<file path="src/rtl/rgb565_beat_packer.sv">
// Packs pairs of 64-bit RGB565 beats into 128-bit AXI-Stream beats and regenerates
// frame boundaries from a pixel count, pulsing frame_err on length mismatches.
//
// state | meaning
// LO    | nothing held, next beat becomes the lower half
// HI    | lower half held in lo_q, next beat completes the output
// OUT   | output beat valid, waiting for m_tready
module rgb565_beat_packer #(
  parameter int FRAME_PIXELS = 1024,
  parameter int CNT_W        = 16
) (
  input  logic         aclk,
  input  logic         areset,
  input  logic         s_tvalid,
  output logic         s_tready,
  input  logic         s_tlast,
  input  logic [63:0]  rgb565_in,
  output logic         m_tvalid,
  input  logic         m_tready,
  output logic         m_tlast,
  output logic [127:0] m_tdata,
  output logic [15:0]  m_tkeep,
  output logic         frame_err
);

  typedef enum logic [1:0] {ST_LO, ST_HI, ST_OUT} state_t;

  state_t             state_q, state_d;
  logic [CNT_W-1:0]   cnt_q, cnt_d;
  logic [63:0]        lo_q, lo_d;
  logic [127:0]       data_q, data_d;
  logic [15:0]        keep_q, keep_d;
  logic               last_q, last_d;
  logic               err_q, err_d;

  logic [CNT_W-1:0]   cnt_next;
  logic               cnt_hit;
  logic               end_evt;
  logic               in_acc;

  assign s_tready = !areset && ((state_q != ST_OUT) || m_tready);
  assign in_acc   = s_tvalid && s_tready;
  assign cnt_next = cnt_q + CNT_W'(4);
  assign cnt_hit  = (cnt_next == CNT_W'(FRAME_PIXELS));
  assign end_evt  = s_tlast || cnt_hit;

  always_ff @(posedge aclk) begin
    if (areset) begin
      state_q <= ST_LO;
      cnt_q   <= '0;
      lo_q    <= '0;
      data_q  <= '0;
      keep_q  <= '0;
      last_q  <= 1'b0;
      err_q   <= 1'b0;
    end else begin
      state_q <= state_d;
      cnt_q   <= cnt_d;
      lo_q    <= lo_d;
      data_q  <= data_d;
      keep_q  <= keep_d;
      last_q  <= last_d;
      err_q   <= err_d;
    end
  end

  always_comb begin
    state_d = state_q;
    case (state_q)
      ST_LO:   if (in_acc) state_d = end_evt ? ST_OUT : ST_HI;
      ST_HI:   if (in_acc) state_d = ST_OUT;
      ST_OUT: begin
        // Accepting alongside the output handshake treats the new beat as a fresh lower half
        if (m_tready) begin
          if (in_acc) state_d = end_evt ? ST_OUT : ST_HI;
          else        state_d = ST_LO;
        end
      end
      default: state_d = ST_LO;
    endcase
  end

  always_comb begin
    lo_d   = lo_q;
    data_d = data_q;
    keep_d = keep_q;
    last_d = last_q;
    cnt_d  = cnt_q;
    err_d  = 1'b0;
    if (in_acc) begin
      cnt_d = end_evt ? '0 : cnt_next;
      err_d = (s_tlast != cnt_hit);
      if (state_q == ST_HI) begin
        data_d = {rgb565_in, lo_q};
        keep_d = 16'hFFFF;
        last_d = end_evt;
      end else begin
        lo_d = rgb565_in;
        if (end_evt) begin
          data_d = {64'h0, rgb565_in};
          keep_d = 16'h00FF;
          last_d = 1'b1;
        end
      end
    end
  end

  assign m_tvalid  = (state_q == ST_OUT);
  assign m_tdata   = data_q;
  assign m_tkeep   = keep_q;
  assign m_tlast   = last_q;
  assign frame_err = err_q;

endmodule

</file>
<file path="config.mk">
export PLATFORM = sky130hd
export DESIGN_NAME = rgb565_beat_packer
export DESIGN_NICKNAME = d
export VERILOG_FILES = /design/src/rtl/rgb565_beat_packer.sv
export SDC_FILE = /design/constraint.sdc
export NUM_CORES = 1
export LEC_CHECK = 0
export CORE_ASPECT_RATIO = 0.7
export CORE_MARGIN = 4
export CORE_UTILIZATION = 45
export DETAILED_ROUTE_END_ITERATION = 10
export PLACE_DENSITY = 0.75
export SLEW_MARGIN = 10
export SYNTH_ARGS = -nofsm -noshare
export SYNTH_HDL_FRONTEND = slang
export SYNTH_SLANG_ARGS = --single-unit
</file>
<file path="constraint.sdc">
create_clock -name aclk -period 3 [get_ports aclk]
set_clock_uncertainty 0.05 [all_clocks]
set_input_delay 0.3 -clock aclk [delete_from_list [all_inputs] [get_ports aclk]]
set_output_delay 0.3 -clock aclk [all_outputs]
set_load 0.01 [all_outputs]
</file>
# == Word-level counts from Yosys, hierarchy flattened ==
# Cells that the tools add are included.
# totals
register_bits,228
in_bits,69
output_inout_bits,148
# classes
addsub,1
eq_ne,8
mux,13
bitwise,2
reduce_logical,11
# op_table
cell,n
$mux 128,2
$mux 16,3
$add 16x3->16 const B,1
$eq 16x11->1 const B,1
$mux 2,5
$ne 2x2->1 const B,3
$pmux 2 s3,1
$reduce_and 2->1,2
$reduce_and 3->1,1
$eq 2x1->1 const B,1
$eq 2x2->1 const B,1
$logic_and 1x1->1,2
$logic_not 2->1,1
$logic_or 1x1->1,2
$mux 1,2
$ne 2x1->1 const B,1
$not 1->1,2
$reduce_bool 2->1,1
$reduce_or 2->1,1
$logic_not 1->1,1
$ne 1x1->1,1

# == Logic depth before layout (Yosys ltp) ==
# logic_depth
ltp_word,7
depth_mapped,14
ltp_nobuf,11

# == Worst setup path before layout ==
# Ideal clock, no wire load.
# synth_path
kind,register -> register
start,register cnt_q[4]
end,register data_q[117] (netlist: m_tdata[117])
setup_time_ps,65
arrival_time_ps,2501
setup_slack_ps,384
path_stages_with_launch,15
path_buffers,4
cell_sequence,dfxtp_1 > buf_2 > and4_1 > buf_4 > nand2_4 > mux2i_1 > nor3_1 > o2111ai_1 > ha_1 > buf_4 > clkinv_1 > o21ai_2 > buf_6 > a22oi_1 > nor2_1
# synth_via
elab_chain_len,5
# synth_rtl
element,line,text
start: declaration,29,"logic [CNT_W-1:0] cnt_q, cnt_d;"
start signal: assignment,58,cnt_q <= cnt_d;
$add 16x3->16,43,assign cnt_next = cnt_q + CNT_W'(4);
$eq 16x11->1,44,assign cnt_hit = (cnt_next == CNT_W'(FRAME_PIXELS));
$logic_or 1x1->1,45,assign end_evt = s_tlast || cnt_hit;
$reduce_bool 2->1 (no source line),--,
$reduce_and 2->1 (no source line),--,
end signal: assignment,60,data_q <= data_d;
end: declaration,31,"logic [127:0] data_q, data_d;"
# Every way passes these cells.
# A chain may end at the register's enable or synchronous reset.

# == Worst setup path in the final report ==
# layout_path
start,register cnt_q[2]
end,register data_q[106] (netlist: m_tdata[106])
# The elaborated chain is that of the path after synthesis.

==> metrics.log <==
[metrics] length of the first detailed-routing pass in iterations: 5
[metrics] Die Wd: between 150 and 200 um
[metrics] Synth Area per Inst: slightly above 8 um^2
[metrics] endpoint class of the critical path: flip-flop
[metrics] fraction of layout cells with a size suffix above 1: 0.0551
[metrics] Cells after Synth: 1,005
[metrics] starting density of the core: 0.459
[metrics] Worst slew margin: 0.501
[metrics] highest metal layer used by the detailed router: met4
[metrics] Syn. warnings: 0
[metrics] number of input and output port buffers inserted: between 200 and 250
[metrics] commonest cells after routing, fill and taps aside: sky130_fd_sc_hd__nand2_1, sky130_fd_sc_hd__clkdlybuf4s50_1, sky130_fd_sc_hd__dfxtp_1
[metrics] standard cell core area: around 0.018 mm^2
[metrics] Hold Vio Cnt, Final: 0
[metrics] post-route met1 wirelength: around 10 mm
[metrics] number of nets with antenna violations after detailed routing: 0
[metrics] first-iteration detailed-routing DRC count: between 700 and 800
[metrics] storage element area: 0.00424 mm^2
[metrics] Num CTS Buffers: 21
[metrics] placer congestion estimate: approximately 0.89
[metrics] nets in the synthesized netlist: ~1,100
[metrics] outcome: completed
[metrics] Area growth, synth to finish: 33.7%
[metrics] # H-tree levels: 1
[metrics] ratio of routed vias to standard cells: approximately 5.4
[metrics] Yosys cell types: 45
[metrics] cells along the critical path: and2_1, nand3_1, and3_1, o2111ai_1, ha_2, clkinvlp_4, o21ai_4, buf_12, a22oi_1, nor2_1
[metrics] setup_tns: 0 ns
[metrics] met3 wire length: just over 2 mm
[metrics] Seq cells post-synth: approximately 210
[metrics] cell chosen for the clock root: sky130_fd_sc_hd__clkbuf_16
[metrics] # DRC: 0
[metrics] overflow left after global routing: 0
[metrics] number of sinks handled by clock tree synthesis: ~210
[metrics] Die Height: ~120 um
[metrics] Req. time, crit path: 3.37 ns
[metrics] Worst EP arrival: between 3 and 4 ns
[metrics] Routed WL per cell: between 15 and 20 um
[metrics] ratio of final minimum period to clock period: 0.914
[metrics] leakage power: 3.91 nW
[metrics] largest net degree at the start of global routing: approximately 160
[metrics] Crit Path Max Fanout: between 40 and 50
[metrics] class of the most critical hold timing path: input port to flip-flop
[metrics] slowest cell on the critical path: sky130_fd_sc_hd__dfxtp_1
[metrics] net total in the final layout: approximately 1,200
[metrics] most common cell after layout, fill and taps aside: sky130_fd_sc_hd__nand2_1
[metrics] total standard cell area after synthesis: around 0.0083 mm^2
[metrics] achievable frequency: around 360 MHz
[metrics] clock tree from TritonCTS: yes
[metrics] CTS clk-pin slew, worst paths: about 0.060 ns
[metrics] total number of vias: about 7,600
[metrics] unrepaired setup endpoints after global routing: no
[metrics] ANT cells: 0
[metrics] cell class contributing the biggest share of worst-path delay: simple AND/OR/NAND/NOR gates
[metrics] vias in the first global route: around 7,000
[metrics] Detailed Place HPWL: about 15 mm
[metrics] Final WS setup: 0.257 ns
[metrics] number of max-slew violations in the final report: 0
[metrics] max-capacitance violation count: 0
[metrics] portion of the post-synthesis area used by sequential elements: 0.512
[metrics] Clock Tree Buf Depth: 3
[metrics] slew at the pin with the worst max-slew slack: ~0.75 ns
[metrics] die area: 0.0207 mm^2
[metrics] startpoint class of the critical path: flip-flop
[metrics] Peak VDD IR: around 0.00036 V
[metrics] wire length after detailed routing: between 20 and 25 mm
[metrics] fin crit period: roughly 2.7 ns
[metrics] final setup vio count: 0
[metrics] fillers: roughly 1,600
[metrics] worst slack at placement: roughly 0.062 ns
[metrics] initial antenna violation count: 0
[metrics] Multi-input gate area: between 0.003 and 0.004 mm^2
[metrics] I/O pin count: about 220
[metrics] global-route wire length before repair: ~36 mm
[metrics] largest incremental delay on the critical path: 0.38 ns
[metrics] cts-stage hold buffer count: 0
[metrics] met2 wirelength from detailed routing: between 9 and 10 mm
[metrics] clock network latency to the later pin of the worst-skew pair: slightly below 0.5 ns
[metrics] Std-Cell Rows: between 40 and 50
[metrics] class of the most critical setup path: flip-flop to flip-flop
[metrics] Total Routing Usage GR: 0.207
[metrics] sum of buffers and inverters on the critical path: 2
[metrics] Power Dens Cells: between 500 and 600 mW/mm^2
-- kinds of logic (layout without fill, tap and decap cells) --
logic type	after synthesis	in the layout	share of synthesized area
xor gates and xnor gates	4	4	0.00422
AOI/OAI and AO/OA	232	232	0.193
muxes	1	1	0.00121
adders and majority gates	2	2	0.00302
buffers and inverters	101	275	0.0662
DFF	212	212	0.512
and+or+nand+nor	453	453	0.221
-- registers in the layout (all words and copies together), names as in the netlist --
signal     flops
cnt_q         14
lo_q          64
state_q        2
m_tdata      128
m_tlast        1
m_tkeep        2
frame_err      1
-- per-stage QoR --
step	total power, mW	cell area [um^2]	util	instances	hold WS (ns)
5_1_grt	6.42	11100	0.614	1415	0.181
3_5_place_dp	3.83	10500	0.580	1381	0.397
4_1_cts	6.22	11100	0.614	1415	0.153
6_report	6.15	11100	0.614	1415	0.150
2_1_floorplan	3.45	8300	-	1005	0.386
3_3_place_gp	3.82	10500	0.580	1381	0.392
-- synthesized netlist by cell type, drive strengths merged --
library cell / count / share of area
or3: 2 / 0.0015
nand2b: 2 / 0.0015
or4: 2 / 0.0018
a211oi: 1 / 0.00091
and2: 2 / 0.0015
clkinv: 1 / 0.00045
nand4b: 1 / 0.0011
buf: 62 / 0.049
o21a: 1 / 0.00091
or3b: 1 / 0.0014
a21oi: 81 / 0.049
ha: 2 / 0.0030
nor3: 4 / 0.0024
clkbuf: 36 / 0.016
nand3: 5 / 0.0030
nor2: 149 / 0.069
nand2: 267 / 0.12
nor4: 1 / 0.00075
a311oi: 64 / 0.068
nor2b: 4 / 0.0039
and3: 5 / 0.0038
xnor2: 3 / 0.0032
dfxtp: 212 / 0.51
and4: 2 / 0.0021
a31oi: 4 / 0.0030
xor2: 1 / 0.0011
o31ai: 1 / 0.00091
a22oi: 68 / 0.062
a21o: 2 / 0.0018
mux2i: 1 / 0.0012
nand4: 4 / 0.0030
nor3b: 2 / 0.0018
o2111ai: 1 / 0.0011
o21ai: 8 / 0.0053
inv: 2 / 0.00091
o22ai: 1 / 0.00075
-- metal layers --
layer  vias to the layer above  GRT usage
met3                        32     0.0623
li1                       3765          -
met5                         -          0
met1                      3525      0.299
met2                       278      0.310
met4                         0     0.0424
-- final cells by class --
class                   instances  share of cell area
inverters                       3             0.00135
clock buffers                  30              0.0522
well taps                     236              0.0266
repair buffers                238               0.216
multi-input cells             692               0.319
flip-flops and latches        212               0.383
clock inverters                 4             0.00237
-- where the power goes --
group          switching, mW  internal, mW  total [mW]
sequential            0.0625          2.93        3.00
clock                   1.04          1.34        2.38
combinational          0.420         0.351       0.771
-- what timing repair did --
action | 4_1_cts | 5_1_grt
setup endpoints to repair | 0 | 138
gates resized for setup | 0 | 4
buffers inserted | 0 | 0
-- path summary, 6_finish.rpt --
check | endpoint | depth (start not counted) | slack [ns] | from
setup / recovery | m_tdata[106]$_SDFFE_PP0P_ | 10 | 0.26 | cnt_q[2]$_SDFFE_PP0P_
hold / removal | m_tkeep[7]$_SDFFE_PP0P_ | 2 | 0.15 | areset
setup reg to reg | m_tdata[106]$_SDFFE_PP0P_ | 10 | 0.26 | cnt_q[2]$_SDFFE_PP0P_
hold reg to reg | lo_q[16]$_SDFFE_PP0P_ | 2 | 0.40 | lo_q[16]$_SDFFE_PP0P_
No activity file was read; power rests on OpenSTA's default activity.
